==> src/rtl/pc_sequencer_pkg.sv <==
// Shared definitions for the PC sequencer: FSM state encoding,
// instruction size and the default reset vector.
package pc_sequencer_pkg;

  localparam logic [1:0] ST_BOOT     = 2'd0;
  localparam logic [1:0] ST_REQ      = 2'd1;
  localparam logic [1:0] ST_WAIT_DEC = 2'd2;
  localparam logic [1:0] ST_HALT     = 2'd3;

  localparam int INSTR_BYTES = 4;

  localparam logic [31:0] DEFAULT_RESET_VECTOR = 32'h0000_0000;

endpackage

==> src/rtl/pc_sequencer.sv <==
// PC sequencer: owns the architectural PC, runs the instruction-memory
// request/ack handshake and applies branch/JALR redirects.
//
// Handshake: imem_req is high exactly while the FSM is in REQ. A fetch is
// accepted in the cycle imem_req && imem_ack; imem_addr only changes on that
// acceptance or while no request is pending, so it is stable until acked.
// At most one request is ever outstanding.
module pc_sequencer
  import pc_sequencer_pkg::*;
#(
  parameter int              XLEN         = 32,
  parameter logic [XLEN-1:0] RESET_VECTOR = XLEN'(DEFAULT_RESET_VECTOR)
) (
  input  logic            clk,
  input  logic            rst_n,
  output logic            imem_req,
  output logic [XLEN-1:0] imem_addr,
  input  logic            imem_ack,
  input  logic            stall,
  input  logic            branch_valid,
  input  logic            branch_taken,
  input  logic [XLEN-1:0] branch_pc,
  input  logic [XLEN-1:0] branch_imm,
  input  logic            jalr_valid,
  input  logic [XLEN-1:0] jalr_target,
  output logic [XLEN-1:0] adder_pc,
  output logic [XLEN-1:0] adder_imm,
  input  logic [XLEN-1:0] adder_result,
  output logic            fetch_valid,
  output logic [XLEN-1:0] fetch_pc,
  output logic            flush,
  output logic            misalign_err
);

  logic [1:0]      state;
  logic [XLEN-1:0] pend_target;
  logic            pend_valid;
  logic            discard;

  logic            redir_valid;
  logic [XLEN-1:0] redir_target;
  logic            redir_live;
  logic            redir_ok;
  logic            redir_bad;
  logic            acked;
  logic            deliver;

  // The branch adder lives outside this block; feed it straight from EX.
  assign adder_pc  = branch_pc;
  assign adder_imm = branch_imm;

  assign imem_req = (state == ST_REQ);
  assign acked    = imem_req && imem_ack;

  // Pick the redirect source: JALR has priority over a taken branch.
  always_comb begin
    redir_valid  = 1'b0;
    redir_target = '0;
    if (jalr_valid) begin
      redir_valid  = 1'b1;
      redir_target = jalr_target;
    end else if (branch_valid && branch_taken) begin
      redir_valid  = 1'b1;
      redir_target = adder_result;
    end
  end

  // Once a misaligned target has been seen, all further redirects are ignored.
  assign redir_live = redir_valid && !misalign_err && (state != ST_HALT);
  assign redir_ok   = redir_live && (redir_target[1:0] == 2'b00);
  assign redir_bad  = redir_live && (redir_target[1:0] != 2'b00);

  // An ack is forwarded to decode unless it belongs to a stale (redirected) fetch.
  assign deliver = acked && !discard && !redir_live && !misalign_err;

  // Fetch FSM, request address and pending-redirect bookkeeping.
  always_ff @(posedge clk or negedge rst_n) begin
    if (!rst_n) begin
      state       <= ST_BOOT;
      imem_addr   <= RESET_VECTOR;
      pend_target <= '0;
      pend_valid  <= 1'b0;
      discard     <= 1'b0;
    end else begin
      case (state)
        ST_BOOT: begin
          if (redir_bad) begin
            state <= ST_HALT;
          end else begin
            state <= ST_REQ;
            if (redir_ok) imem_addr <= redir_target;
          end
        end
        ST_REQ: begin
          if (!imem_ack) begin
            // Request still in flight: remember the target and drop the return.
            if (redir_ok) begin
              pend_target <= redir_target;
              pend_valid  <= 1'b1;
              discard     <= 1'b1;
            end else if (redir_bad) begin
              discard <= 1'b1;
            end
          end else begin
            discard    <= 1'b0;
            pend_valid <= 1'b0;
            if (misalign_err || redir_bad) begin
              state <= ST_HALT;
            end else if (redir_ok) begin
              imem_addr <= redir_target;
            end else if (pend_valid) begin
              imem_addr <= pend_target;
            end else begin
              // Sequential fetch; wraps past the top of the address space.
              imem_addr <= imem_addr + XLEN'(INSTR_BYTES);
              state     <= stall ? ST_WAIT_DEC : ST_REQ;
            end
          end
        end
        ST_WAIT_DEC: begin
          if (redir_bad) begin
            state <= ST_HALT;
          end else if (redir_ok) begin
            imem_addr <= redir_target;
            state     <= ST_REQ;
          end else if (!stall) begin
            state <= ST_REQ;
          end
        end
        ST_HALT: state <= ST_HALT;
        default: state <= ST_BOOT;
      endcase
    end
  end

  // Instruction handed to decode, held while decode is stalled.
  always_ff @(posedge clk or negedge rst_n) begin
    if (!rst_n) begin
      fetch_valid <= 1'b0;
      fetch_pc    <= '0;
    end else if (deliver) begin
      fetch_valid <= 1'b1;
      fetch_pc    <= imem_addr;
    end else if (redir_ok || !stall) begin
      fetch_valid <= 1'b0;
    end
  end

  // Flush pulse on an accepted redirect; sticky misalignment flag.
  always_ff @(posedge clk or negedge rst_n) begin
    if (!rst_n) begin
      flush        <= 1'b0;
      misalign_err <= 1'b0;
    end else begin
      flush        <= redir_ok;
      misalign_err <= misalign_err | redir_bad;
    end
  end

endmodule

==> config.mk <==
export PLATFORM = sky130hd
export DESIGN_NAME = pc_sequencer
export DESIGN_NICKNAME = d
export VERILOG_FILES = /design/src/rtl/pc_sequencer_pkg.sv /design/src/rtl/pc_sequencer.sv
export SDC_FILE = /design/constraint.sdc
export NUM_CORES = 1
export LEC_CHECK = 0
export BUFFER_PORTS_ARGS = -buffer_cell sky130_fd_sc_hd__buf_4
export CAP_MARGIN = 20
export CORE_MARGIN = 1.5
export CORE_UTILIZATION = 45
export CTS_CLUSTER_SIZE = 28
export DETAILED_ROUTE_END_ITERATION = 7
export HOLD_SLACK_MARGIN = 0.05
export PLACE_DENSITY = 0.77
export SETUP_SLACK_MARGIN = 0.05
export SYNTH_ARGS = -nofsm -noshare
export SYNTH_HDL_FRONTEND = slang
export SYNTH_SLANG_ARGS = --single-unit
==> constraint.sdc <==
create_clock -name clk -period 2.46 [get_ports clk]
set_input_delay 0.246 -clock clk [delete_from_list [all_inputs] [get_ports clk]]
set_output_delay 0.246 -clock clk [all_outputs]
set_load 0.05 [all_outputs]
==> out/summary.txt <==
Outcome - complete, no violations
H-Tree Depth - 3
Nets@finish - 790
Syn Nets - 718
Pwr per Cell Area - 521 nW/um^2
Worst Hold Class - in -> reg
Grt total ovfl - 0
Final setup viols - 0
DIE WIDTH - 117 microns
Final HPWL DP - 11400 microns
VDD IR-drop max - 485 uV
Measured slew at the worst slew-check pin - 0.898 ns
Slew HR - 0.401
R2R Path End - imem_addr[18]$_DFFE_PN0P_
Fin. Hold Viols - 0
First-pass GRT wire length - 24500 microns
Worst endpoint data arrival time - 2.56 ns
Largest net degree at the start of global routing - 53
Max Fclk - 0.442 GHz
Fin. max-slew vios - 0
Final GP Congestion - 0.894
# diodes - 0
Gate Count Post-Synth - 582
Initial Util - 0.461
Primary FF master, synth - dfrtp_1
Ratio of cells with drive above 1 in the final layout - 0.358
Vias - 4744
Worst Min Path Start - imem_ack
Asr flop ratio synth - 1.00
Final design utilization - 0.548
Minimum clock period - 2.26 ns
Via-to-Cell Ratio - 5.71
Clock transition at path regs - 0.07 ns
Mapped Area - 5820 sq um
RSZ-0062 raised after global routing - no
Crit Path Class - reg -> reg
CTS-repair resized insts - 0
FF-to-FF Start - imem_addr[2]$_DFFE_PN0P_
Die H - 117 microns
Startpoint Class - flip-flop
Clock skew - 0.0102 ns
Mean Syn Cell Area - 9.99 sq um
Worst path required time - 2.76 ns
Setup Buffers After CTS - 0
Number of hold-repair buffers added at the cts stage - 1
Post-synth EDFFs - 0
Initial antenna violation count - 0
Synthesized flop and latch total - 103
Reg2Reg Setup Slack - 0.20 ns
Row Count - 41
Clock sink count - 103
Drt total wl - 15700 microns
DR iter-0 viols - 274
Vias in the first global route - 4677
Maxcap violations - 0
Dpl cells - 814
Crit path max fanout - 7
Ports - 267
Layout fillers - 1141
Worst hold margin - 0.0934 ns
Total track usage - 0.236
DRC viols - 0
Synth cell types - 64
CTS tree - built
Synth warn - 0
Antenna viol nets, final - 0
Worst-skew pair later-pin latency - 0.36 ns
CTS Buf Count - 9
Root buffer cell - clkbuf_16
Placeable Area - 12600 sq um
IO buf count - 138
Synthesis-to-layout area growth - 19.0%
Worst Hold End - discard$_DFFE_PN0P_
Crit. End Element - flip-flop
CTS max path bufs - 2
Setup_tns - 0 ns
Worst reg2reg path depth - 6
Wire per inst - 18.9 microns
Crit. Startpoint - imem_addr[2]$_DFFE_PN0P_
DRT Pass-1 Iters - 5
DIE AREA - 13600 sq um
Leak Pwr - 3.28 nW
Period utilisation layout - 0.919
Sequential area share after synthesis - 0.443
Hold path depth - 2
Final non-filler cell total - 831
synth_stat cells (3+ instances only):
| library cell | instances | area share |
|---|---|---|
| a21o_1 | 4 | 0.0052 |
| nand4_1 | 8 | 0.0086 |
| buf_6 | 3 | 0.0058 |
| xnor2_1 | 14 | 0.021 |
| clkbuf_1 | 17 | 0.011 |
| nand2_1 | 67 | 0.043 |
| nor3b_1 | 4 | 0.0052 |
| nor3_1 | 8 | 0.0069 |
| mux2i_1 | 5 | 0.0086 |
| buf_2 | 11 | 0.0095 |
| inv_1 | 8 | 0.0052 |
| a22oi_1 | 22 | 0.028 |
| a22o_1 | 9 | 0.014 |
| buf_4 | 64 | 0.083 |
| a211oi_1 | 10 | 0.013 |
| mux2_2 | 40 | 0.077 |
| a21oi_1 | 18 | 0.015 |
| and4_1 | 4 | 0.0060 |
| o21a_1 | 4 | 0.0052 |
| a221o_1 | 6 | 0.010 |
| dfrtp_1 | 103 | 0.44 |
| xor2_1 | 5 | 0.0075 |
| o2111ai_1 | 3 | 0.0045 |
| nor2_1 | 23 | 0.015 |
| o221ai_1 | 5 | 0.0075 |
| o211ai_1 | 8 | 0.010 |
| or3_1 | 4 | 0.0043 |
| nor4_1 | 5 | 0.0054 |
| nand3_1 | 11 | 0.0095 |
| o21ai_0 | 45 | 0.039 |
cell families (layout without fill, tap and decap cells):
| family | count (synthesis) | in the layout | synth area share |
|---|---|---|---|
| simple gates | 153 | 153 | 0.134 |
| xor+xnor | 19 | 19 | 0.0286 |
| fa+ha+maj | 1 | 1 | 0.00215 |
| flops | 103 | 103 | 0.443 |
| compound gates | 153 | 153 | 0.185 |
| buf+inv | 106 | 183 | 0.116 |
| mux | 47 | 47 | 0.0912 |
through the flow:
step / setup slack (ns) / power, mW / instance area, sq um
2_1_floorplan: 0.0971 / 2.23 / 5820
3_3_place_gp: 0.301 / 2.15 / 6600
3_5_place_dp: 0.248 / 2.16 / 6600
4_1_cts: 0.247 / 3.63 / 6920
5_1_grt: 0.0798 / 3.71 / 6920
6_report: 0.200 / 3.61 / 6920
power by group:
part	internal [mW]	leakage (nW)	switching [mW]	total (mW)
clock network	0.822	0.145	0.657	1.48
logic	0.154	1.73	0.217	0.372
registers	1.71	1.40	0.0412	1.75
sequential cells by signal, indices dropped and copies added, names as in the netlist:
name          cells
fetch_pc         32
fetch_valid       1
pend_valid        1
misalign_err      1
state             2
flush             1
pend_target      32
discard           1
imem_addr        32
layout by cell type, fill, tap and decap left out, types with 3 or more instances in the layout:
master     synthesis  routed
and4_1             4       4
o221ai_1           5       5
clkbuf_16          0       9
mux2_2            40      40
nor3_1             8       8
or3_1              4       3
o211ai_1           8       8
dfrtp_1          103     101
inv_1              8       8
nor2_1            23      21
nand2_1           67      67
xor2_1             5       5
nand3_1           11      11
nand4_1            8       8
o21ai_0           45      45
buf_4             64     155
a22o_1             9       9
nor3b_1            4       4
a21oi_1           18      18
a221o_1            6       6
nor4_1             5       5
or2_2              2       3
a22oi_1           22      22
xnor2_1           14      14
mux2i_1            5       5
o21a_1             4       4
o2111ai_1          3       3
a211oi_1          10      10
a21o_1             4       4
cell type report:
class	count	area (sq um)	share of cell area
sequential	103	2580	0.373
inverter	9	33.8	0.00488
tap	172	215	0.0311
multi-input combinational	373	2570	0.371
clock buffer	10	239	0.0345
timing repair buffer	158	1210	0.175
clock inverter	6	67.6	0.00976
how the worst max path moves through the flow:
| stage | cells after the start | endpoint | slack [ns] |
|---|---|---|---|
| 6_report | 6 | imem_addr[18]$_DFFE_PN0P_ | 0.20 |
| 5_1_grt | 6 | imem_addr[29]$_DFFE_PN0P_ | 0.08 |
| 4_1_cts | 6 | imem_addr[18]$_DFFE_PN0P_ | 0.25 |
| 2_1_floorplan | 7 | fetch_pc[11]$_DFFE_PN0P_ | 0.1 |
| 3_5_place_dp | 6 | imem_addr[18]$_DFFE_PN0P_ | 0.25 |
| 3_3_place_gp | 4 | fetch_pc[29]$_DFFE_PN0P_ | 0.30 |
worst max-delay path, stage by stage (launching register included):
cell      delay, ns
dfrtp_2        0.43
ha_1           0.22
nand3_2        0.17
or4_4          0.56
or3_1          0.36
a311oi_1       0.30
a221o_1        0.16
layer usage:
layer  track usage  vias up  part of all wire
met5             0        -                 0
li1              -     2195                 -
met3        0.0623       37             0.074
met4        0.0755        0             0.021
met1         0.307     2304              0.43
met2         0.387      208              0.48
No activity file was read; power rests on OpenSTA's default activity.
